## src/rtl/fetch_sequencer.sv

```systemverilog
// fetch_sequencer: instruction fetch control between the program counter, the
// instruction memory and decode. At most one memory request is in flight.
// A fetched word is held for decode until it is accepted.
//
// Ports
//   clk, rst_n                       clock, asynchronous active-low reset
//   pc_in                            current program counter value
//   pc_enable, pc_load, pc_addr      PC update strobe, load/increment select, load value
//   imem_req_valid/ready/addr        instruction memory request handshake
//   imem_resp_valid/data             instruction memory response (no backpressure)
//   instr_valid/ready/data/pc        fetched instruction handshake to decode
//   redirect, redirect_addr          single-cycle branch/jump redirect
//   halt                             stop issuing new requests
//   fetch_error                      sticky timeout flag, cleared only by reset
//
// TIMEOUT_CYCLES bounds the number of cycles spent in WAIT or FLUSH without a
// response; 0 disables the timeout.
module fetch_sequencer #(
  parameter int unsigned TIMEOUT_CYCLES = 255
) (
  input  logic        clk,
  input  logic        rst_n,
  input  logic [31:0] pc_in,
  output logic        pc_enable,
  output logic        pc_load,
  output logic [31:0] pc_addr,
  output logic        imem_req_valid,
  input  logic        imem_req_ready,
  output logic [31:0] imem_req_addr,
  input  logic        imem_resp_valid,
  input  logic [31:0] imem_resp_data,
  output logic        instr_valid,
  input  logic        instr_ready,
  output logic [31:0] instr_data,
  output logic [31:0] instr_pc,
  input  logic        redirect,
  input  logic [31:0] redirect_addr,
  input  logic        halt,
  output logic        fetch_error
);

  typedef enum logic [2:0] {
    StIdle,
    StReq,
    StWait,
    StHold,
    StFlush,
    StError
  } state_e;

  state_e      state_q, state_d;
  logic [31:0] tmo_q, tmo_d;
  logic [31:0] instr_data_q, instr_data_d;
  logic [31:0] instr_pc_q, instr_pc_d;
  logic [31:0] tmo_inc;
  logic        timeout_hit;

  assign tmo_inc     = tmo_q + 32'd1;
  // Fires on the cycle that completes TIMEOUT_CYCLES waiting cycles.
  assign timeout_hit = (TIMEOUT_CYCLES != 32'd0) && (tmo_inc == TIMEOUT_CYCLES);

  always_comb begin
    state_d        = state_q;
    tmo_d          = tmo_q;
    instr_data_d   = instr_data_q;
    instr_pc_d     = instr_pc_q;
    pc_enable      = 1'b0;
    pc_load        = 1'b0;
    pc_addr        = 32'd0;
    imem_req_valid = 1'b0;
    imem_req_addr  = 32'd0;
    instr_valid    = 1'b0;

    unique case (state_q)
      StIdle: begin
        if (!halt) state_d = StReq;
      end

      StReq: begin
        // A redirect withdraws the request unless it is accepted this very cycle.
        imem_req_valid = !redirect || imem_req_ready;
        imem_req_addr  = pc_in;
        if (imem_req_ready) begin
          tmo_d = 32'd0;
          if (redirect) begin
            state_d = StFlush;
          end else begin
            instr_pc_d = pc_in;
            state_d    = StWait;
          end
        end
      end

      StWait: begin
        tmo_d = tmo_inc;
        if (redirect) begin
          // A same-cycle response belongs to the old path and is dropped.
          tmo_d   = 32'd0;
          state_d = imem_resp_valid ? StReq : StFlush;
        end else if (imem_resp_valid) begin
          instr_data_d = imem_resp_data;
          pc_enable    = 1'b1;
          state_d      = StHold;
        end else if (timeout_hit) begin
          state_d = StError;
        end
      end

      StHold: begin
        instr_valid = 1'b1;
        if (redirect) begin
          state_d = StReq;
        end else if (instr_ready) begin
          state_d = halt ? StIdle : StReq;
        end
      end

      StFlush: begin
        tmo_d = tmo_inc;
        if (imem_resp_valid) begin
          state_d = halt ? StIdle : StReq;
        end else if (timeout_hit) begin
          state_d = StError;
        end
      end

      StError: begin
      end

      default: state_d = StIdle;
    endcase

    // Redirect loads the PC from any live state; this overrides the increment.
    if (redirect && (state_q != StError)) begin
      pc_enable = 1'b1;
      pc_load   = 1'b1;
      pc_addr   = redirect_addr;
    end

    // Keep combinational outputs quiet while reset is held.
    if (!rst_n) begin
      pc_enable      = 1'b0;
      pc_load        = 1'b0;
      pc_addr        = 32'd0;
      imem_req_valid = 1'b0;
      imem_req_addr  = 32'd0;
    end
  end

  always_ff @(posedge clk or negedge rst_n) begin
    if (!rst_n) begin
      state_q      <= StIdle;
      tmo_q        <= 32'd0;
      instr_data_q <= 32'd0;
      instr_pc_q   <= 32'd0;
    end else begin
      state_q      <= state_d;
      tmo_q        <= tmo_d;
      instr_data_q <= instr_data_d;
      instr_pc_q   <= instr_pc_d;
    end
  end

  assign instr_data  = instr_data_q;
  assign instr_pc    = instr_pc_q;
  assign fetch_error = (state_q == StError);

endmodule

```

## config.mk

```make
export PLATFORM = sky130hd
export DESIGN_NAME = fetch_sequencer
export DESIGN_NICKNAME = d
export VERILOG_FILES = /design/src/rtl/fetch_sequencer.sv
export SDC_FILE = /design/constraint.sdc
export NUM_CORES = 1
export LEC_CHECK = 0
export ABC_CLOCK_PERIOD_IN_PS = 2400
export CAP_MARGIN = 10
export CORE_UTILIZATION = 39
export DETAILED_ROUTE_END_ITERATION = 6
export PLACE_DENSITY = 0.84
export SLEW_MARGIN = 30
export SYNTH_ARGS = -nofsm -noshare
export SYNTH_HDL_FRONTEND = slang
export SYNTH_SLANG_ARGS = --single-unit
```

## constraint.sdc

```tcl
create_clock -name clk -period 2.4 [get_ports clk]
set_input_delay 0.6 -clock clk [delete_from_list [all_inputs] [get_ports clk]]
set_output_delay 0.6 -clock clk [all_outputs]
set_load 0.01 [all_outputs]
```

**Word level (Yosys, flattened, before mapping)**

Index checks and enable logic that the tools add are counted.
W data, S select, Z words.

- Multipliers: 0
- Reduce and logical (&&, ||, !) cells: 9
- Add/subtract/negate cells: 1
- Magnitude comparators: 0
- Divide/modulo/power cells: 0
- Shift-type cells: 0
- Bitwise operators: 2
- Multiplexer cells: 29
- Equal/unequal tests: 10

Operator list:

| kind | number |
|---|---|
| $mux W32 | 6 |
| $pmux W32 S3 | 1 |
| $add A32 B1 Y32 const B | 1 |
| $eq A32 B8 Y1 const B | 1 |
| $mux W3 | 10 |
| $pmux W3 S6 | 1 |
| $mux W1 | 11 |
| $eq A3 B2 Y1 const B | 2 |
| $eq A3 B3 Y1 const B | 2 |
| $ne A3 B3 Y1 const B | 2 |
| $reduce_and A3 Y1 | 2 |
| $ne A2 B2 Y1 const B | 2 |
| $reduce_and A4 Y1 | 1 |
| $eq A3 B1 Y1 const B | 1 |
| $logic_not A3 Y1 | 1 |
| $reduce_bool A3 Y1 | 1 |
| $not A1 Y1 | 2 |
| $reduce_and A2 Y1 | 1 |
| $logic_and A1 B1 Y1 | 1 |
| $logic_not A1 Y1 | 1 |
| $logic_or A1 B1 Y1 | 1 |

- Output and inout bits: 133
- Bits in read-only memories: 0
- Flip-flop bits (word level): 99
- RAM bits: 0
- Latch bits: 0
- Memories: 0

**Logic depth before layout (Yosys ltp)**

Gate-level depths: netlist of run 1.

- Depth in word-level cells: 6
- Mapped depth: 9

**Worst setup path after synthesis of run 1**

OpenSTA, ideal clock, no wires.

- Path kind: reg2reg
- Start: reg tmo_q[0]
- End: reg state_q[0]
- Buffers on the path: 0
- Slack: 0.060 ns
- Cell stages (with the launch flop): 9
- Data required time: 2.336 ns
- Setup time: 0.064 ns
- Data arrival time: 2.275 ns
- Path through: dfrtp_1 ha_1 nand3_2 nor4_1 o2111ai_1 nand2_1 nand4_1 nor4_1 a21o_1

- Longest elaborated chain between the ends: 6
- Elaborated cells between the ends (all ways): 7
- Those cells by class: add/sub (1); eq/ne (1); mux (5)

RTL lines:

| element | RTL line | RTL |
|---|---|---|
| start: declaration | 52 | `logic [31:0] tmo_q, tmo_d;` |
| start signal: assignment | 158 | `tmo_q <= tmo_d;` |
| $add A32 B1 Y32 * | 58 | `assign tmo_inc = tmo_q + 32'd1;` |
| $eq A32 B8 Y1 * | 60 | `assign timeout_hit = (TIMEOUT_CYCLES != 32'd0) && (tmo_inc == TIMEOUT_CYCLES);` |
| $mux W3 * | -- |  |
| $mux W3 (2 in a row) | -- |  |
| $pmux W3 S6 * | -- |  |
| end signal: assignment | 152 | `state_q <= StIdle;` |
| end signal: assignment | 157 | `state_q <= state_d;` |
| end: declaration | 51 | `state_e state_q, state_d;` |

Mark *: on every way between the ends. The rest lies on a longest branch, timed or not.
A chain may end at the register's enable or synchronous reset.

**Worst setup path in the final report of run 1**

- Start: reg tmo_q[1]
- End: reg state_q[0]

Same word-level chain as after synthesis.

==> results.toml, run 1 <==
[die]
placementRows = 43
fp.dieW_um = 121
io_pins = 236
die_h_um = 121
dieArea_sq_um = 14600
coreArea_sq_um = 13800
start_util = 0.399

[run]
cap_violations = 0

[sta]
max_freq_ghz = 0.403
fin_crit_ns = 2.48
setup_viol = 5
worst_slack_ns = -0.0809
finalHoldViolCount = 0
tightest_slew_ns = 0.732
finalSetupTns_ns = -0.203
slew_headroom = 0.512
fin_crit_sh = 1.03
slew_viol_final = 0
rsz0062_at_grt = "true"
fin_skew_ns = 0.00967

[pwr]
ir_drop_mv = 0.396
p_per_area_nw_per_um2 = 834
power.leakage_nw = 4.11

[yosys]
synthTopCellsByArea = "dfrtp_1 (45%), mux2_2 (13%), and2_1 (7.9%)"
ys_types = 55
ys_async_sr_fraction = 1.00
postSynthAreaPerCell_sq_um = 9.76
synth_area_leader_cell = "dfrtp_1"
syn-num-nets = 671
synth_seq_area_share = 0.449
synth_cells = 566
yosysTopAreaCellShare = 0.449
ys_seq_elements = 99
synth_ff_type = "dfrtp_1"
synth_edf_count = 0
ys_warn_count = 0
synth_area_sq_um = 5520

[drt]
drt_wl_total_um = 19400
first_pass_iters = 6
avgViaCountPerCell = 5.40
routedWlPerCell_um = 18.5
post-route-drc-count = 0
ant_nets = 0
vias = 5682
drtIter0Drc = 368

[grt]
antenna_found_initial = 2
grt_pass1_wl_um = 28700
overflow = 0
grt_usage = 0.256
grt_max_degree = 57
grt_pass1_vias = 5302

[clocking]
cts-root-buf = "clkbuf_16"
clk_latency_ns = 0.35
clk_pin_slew_worst_paths_ns = 0.07
cts_tree = "done"
cts-buffers-inserted = 9
cts_max_level = 3
ctsLongestPathBuffers = 2
cts_sinks = 99

[finish]
layout_common_cells = "clkdlybuf4s50_1 (164), dfrtp_1 (93), buf_4 (78)"
nets = 970
areaGrowthSynthToFinish_pct = 63.0
drive_above_1_share = 0.334
final_common_cell = "clkdlybuf4s50_1"
num-fill-cells = 1013

[worst_setup_path]
crit_arrival_ns = 2.76
cp-startpoint = "tmo_q[1]"
r2r_end = "state_q[0]"
crit_path_max_fanout = 4
crit_path_start_kind = "flop"
reg2reg_depth = 10
cp.required_ns = 2.68
reg2reg_from = "tmo_q[1]"
worstSetupEndpoint = "state_q[0]"
path_class = "flop to flop"
r2r_slack_ns = -0.08
critPathCaptureType = "flop"

[outcome]
status = "finished, violations left"
violations = "negative setup slack"

[placed_design]
place_worst_setup_slack_ns = -0.536
gp_congestion = 0.925
dpl.hpwl_um = 13000
io_buffer_count = 235

[worst_hold_path]
holdCritPathClass = "flop to flop"
==> power by group <==
part | internal [W] | switching, W | leakage, nW
clock network | 0.000924 | 0.000676 | 0.154
logic | 0.00196 | 0.00150 | 2.69
registers | 0.00217 | 0.000281 | 1.27
total | 0.00505 | 0.00245 | 4.11
==> routing by layer <==
metal | routed length [um] | global-route usage | share of wire
met5 | 0 | 0 | 0
met4 | 579 | 0.110 | 0.030
met3 | 1300 | 0.0428 | 0.067
met2 | 10100 | 0.461 | 0.52
met1 | 7500 | 0.297 | 0.39
==> worst min path at each step <==
stage | from | endpoint | slack [ns] | cells after the start
floorplan | rst_n | instr_data[0] | 0.30 | 0
global placement | instr_pc[14] | instr_pc[14] | 0.49 | 1
detailed placement | instr_data[17] | instr_data[17] | 0.49 | 1
CTS | instr_data[17] | instr_data[17] | 0.51 | 1
global route | instr_pc[18] | instr_pc[18] | 0.51 | 1
finish | instr_pc[30] | instr_pc[30] | 0.50 | 1
==> registers in the layout, summed over array words and instances (netlist names) <==
name and cells:
instr_pc 32, state_q 3, instr_data 32, tmo_q 32
==> metrics by stage <==
step | util | std cells | area [sq um] | hold WS, ns | power (W)
6_report | 0.651 | 1052 | 9000 | 0.504 | 0.00750
5_1_grt | 0.651 | 1052 | 9000 | 0.512 | 0.00788
4_1_cts | 0.658 | 1042 | 9090 | 0.508 | 0.00753
3_5_place_dp | 0.616 | 1008 | 8520 | 0.492 | 0.00582
3_3_place_gp | 0.616 | 1008 | 8520 | 0.487 | 0.00572
2_1_floorplan | - | 566 | 5520 | 0.304 | 0.00386
==> critical path, stage by stage, from the launching register on <==
cell and delay, ns:
dfrtp_1 0.42, buf_6 0.12, ha_4 0.13, nand3_4 0.10
nor4_4 0.32, nand4_1 0.25, mux2i_2 0.30, nand4_1 0.15
nor4_2 0.33, buf_4 0.17, a21o_1 0.11
==> what timing repair did <==
| action | 4_1_cts | 5_1_grt |
|---|---|---|
| endpoints found under the setup margin | 70 | 69 |
| pin swaps | 10 | 13 |
| hold buffers | 0 | 0 |
| resized for setup | 188 | 101 |
| cloned | 3 | 1 |
| setup buffers | 16 | 10 |
==> layout make-up <==
class | instances | area (sq um) | area share
multi-input combinational | 418 | 3050 | 0.339
timing repair buffer | 329 | 2880 | 0.320
sequential | 99 | 2480 | 0.276
clock buffer | 9 | 225 | 0.0250
tap | 180 | 225 | 0.0250
clock inverter | 7 | 100 | 0.0111
inverter | 8 | 30.0 | 0.00334
antenna | 2 | 5.00 | 0.000556
==> cells by family after synthesis <==
group / count (synthesis) / synth area share
DFF: 99 / 0.449
muxes: 66 / 0.134
adders and majority gates: 2 / 0.00453
AOI/OAI and AO/OA: 111 / 0.123
buffers and inverters: 49 / 0.0347
xor gates and xnor gates: 10 / 0.0159
and+or+nand+nor: 229 / 0.239
==> synth_stat cells (8+ instances only) <==
cell type and n:
a21oi_1 11, nand2_1 36, and4_1 8, nor3_1 8, inv_1 8, nand3_1 15
mux2_2 64, o31ai_1 11, nor2_1 31, nand4_1 17, o21ai_0 54, dfrtp_1 99
a31oi_1 11, and2_1 70, nand2b_1 8, buf_1 8, clkbuf_1 27
No activity file was read; power rests on OpenSTA's default activity.
==> run 2: changes to the inputs <==
--- a/config.mk
+++ b/config.mk
@@ -5,7 +5,6 @@
 export SDC_FILE = /design/constraint.sdc
 export NUM_CORES = 1
 export LEC_CHECK = 0
-export ABC_CLOCK_PERIOD_IN_PS = 2400
 export CAP_MARGIN = 10
 export CORE_UTILIZATION = 39
 export DETAILED_ROUTE_END_ITERATION = 6
==> results of run 2 <==
The final DEF is identical to that of run 1; final timing and power are the same.
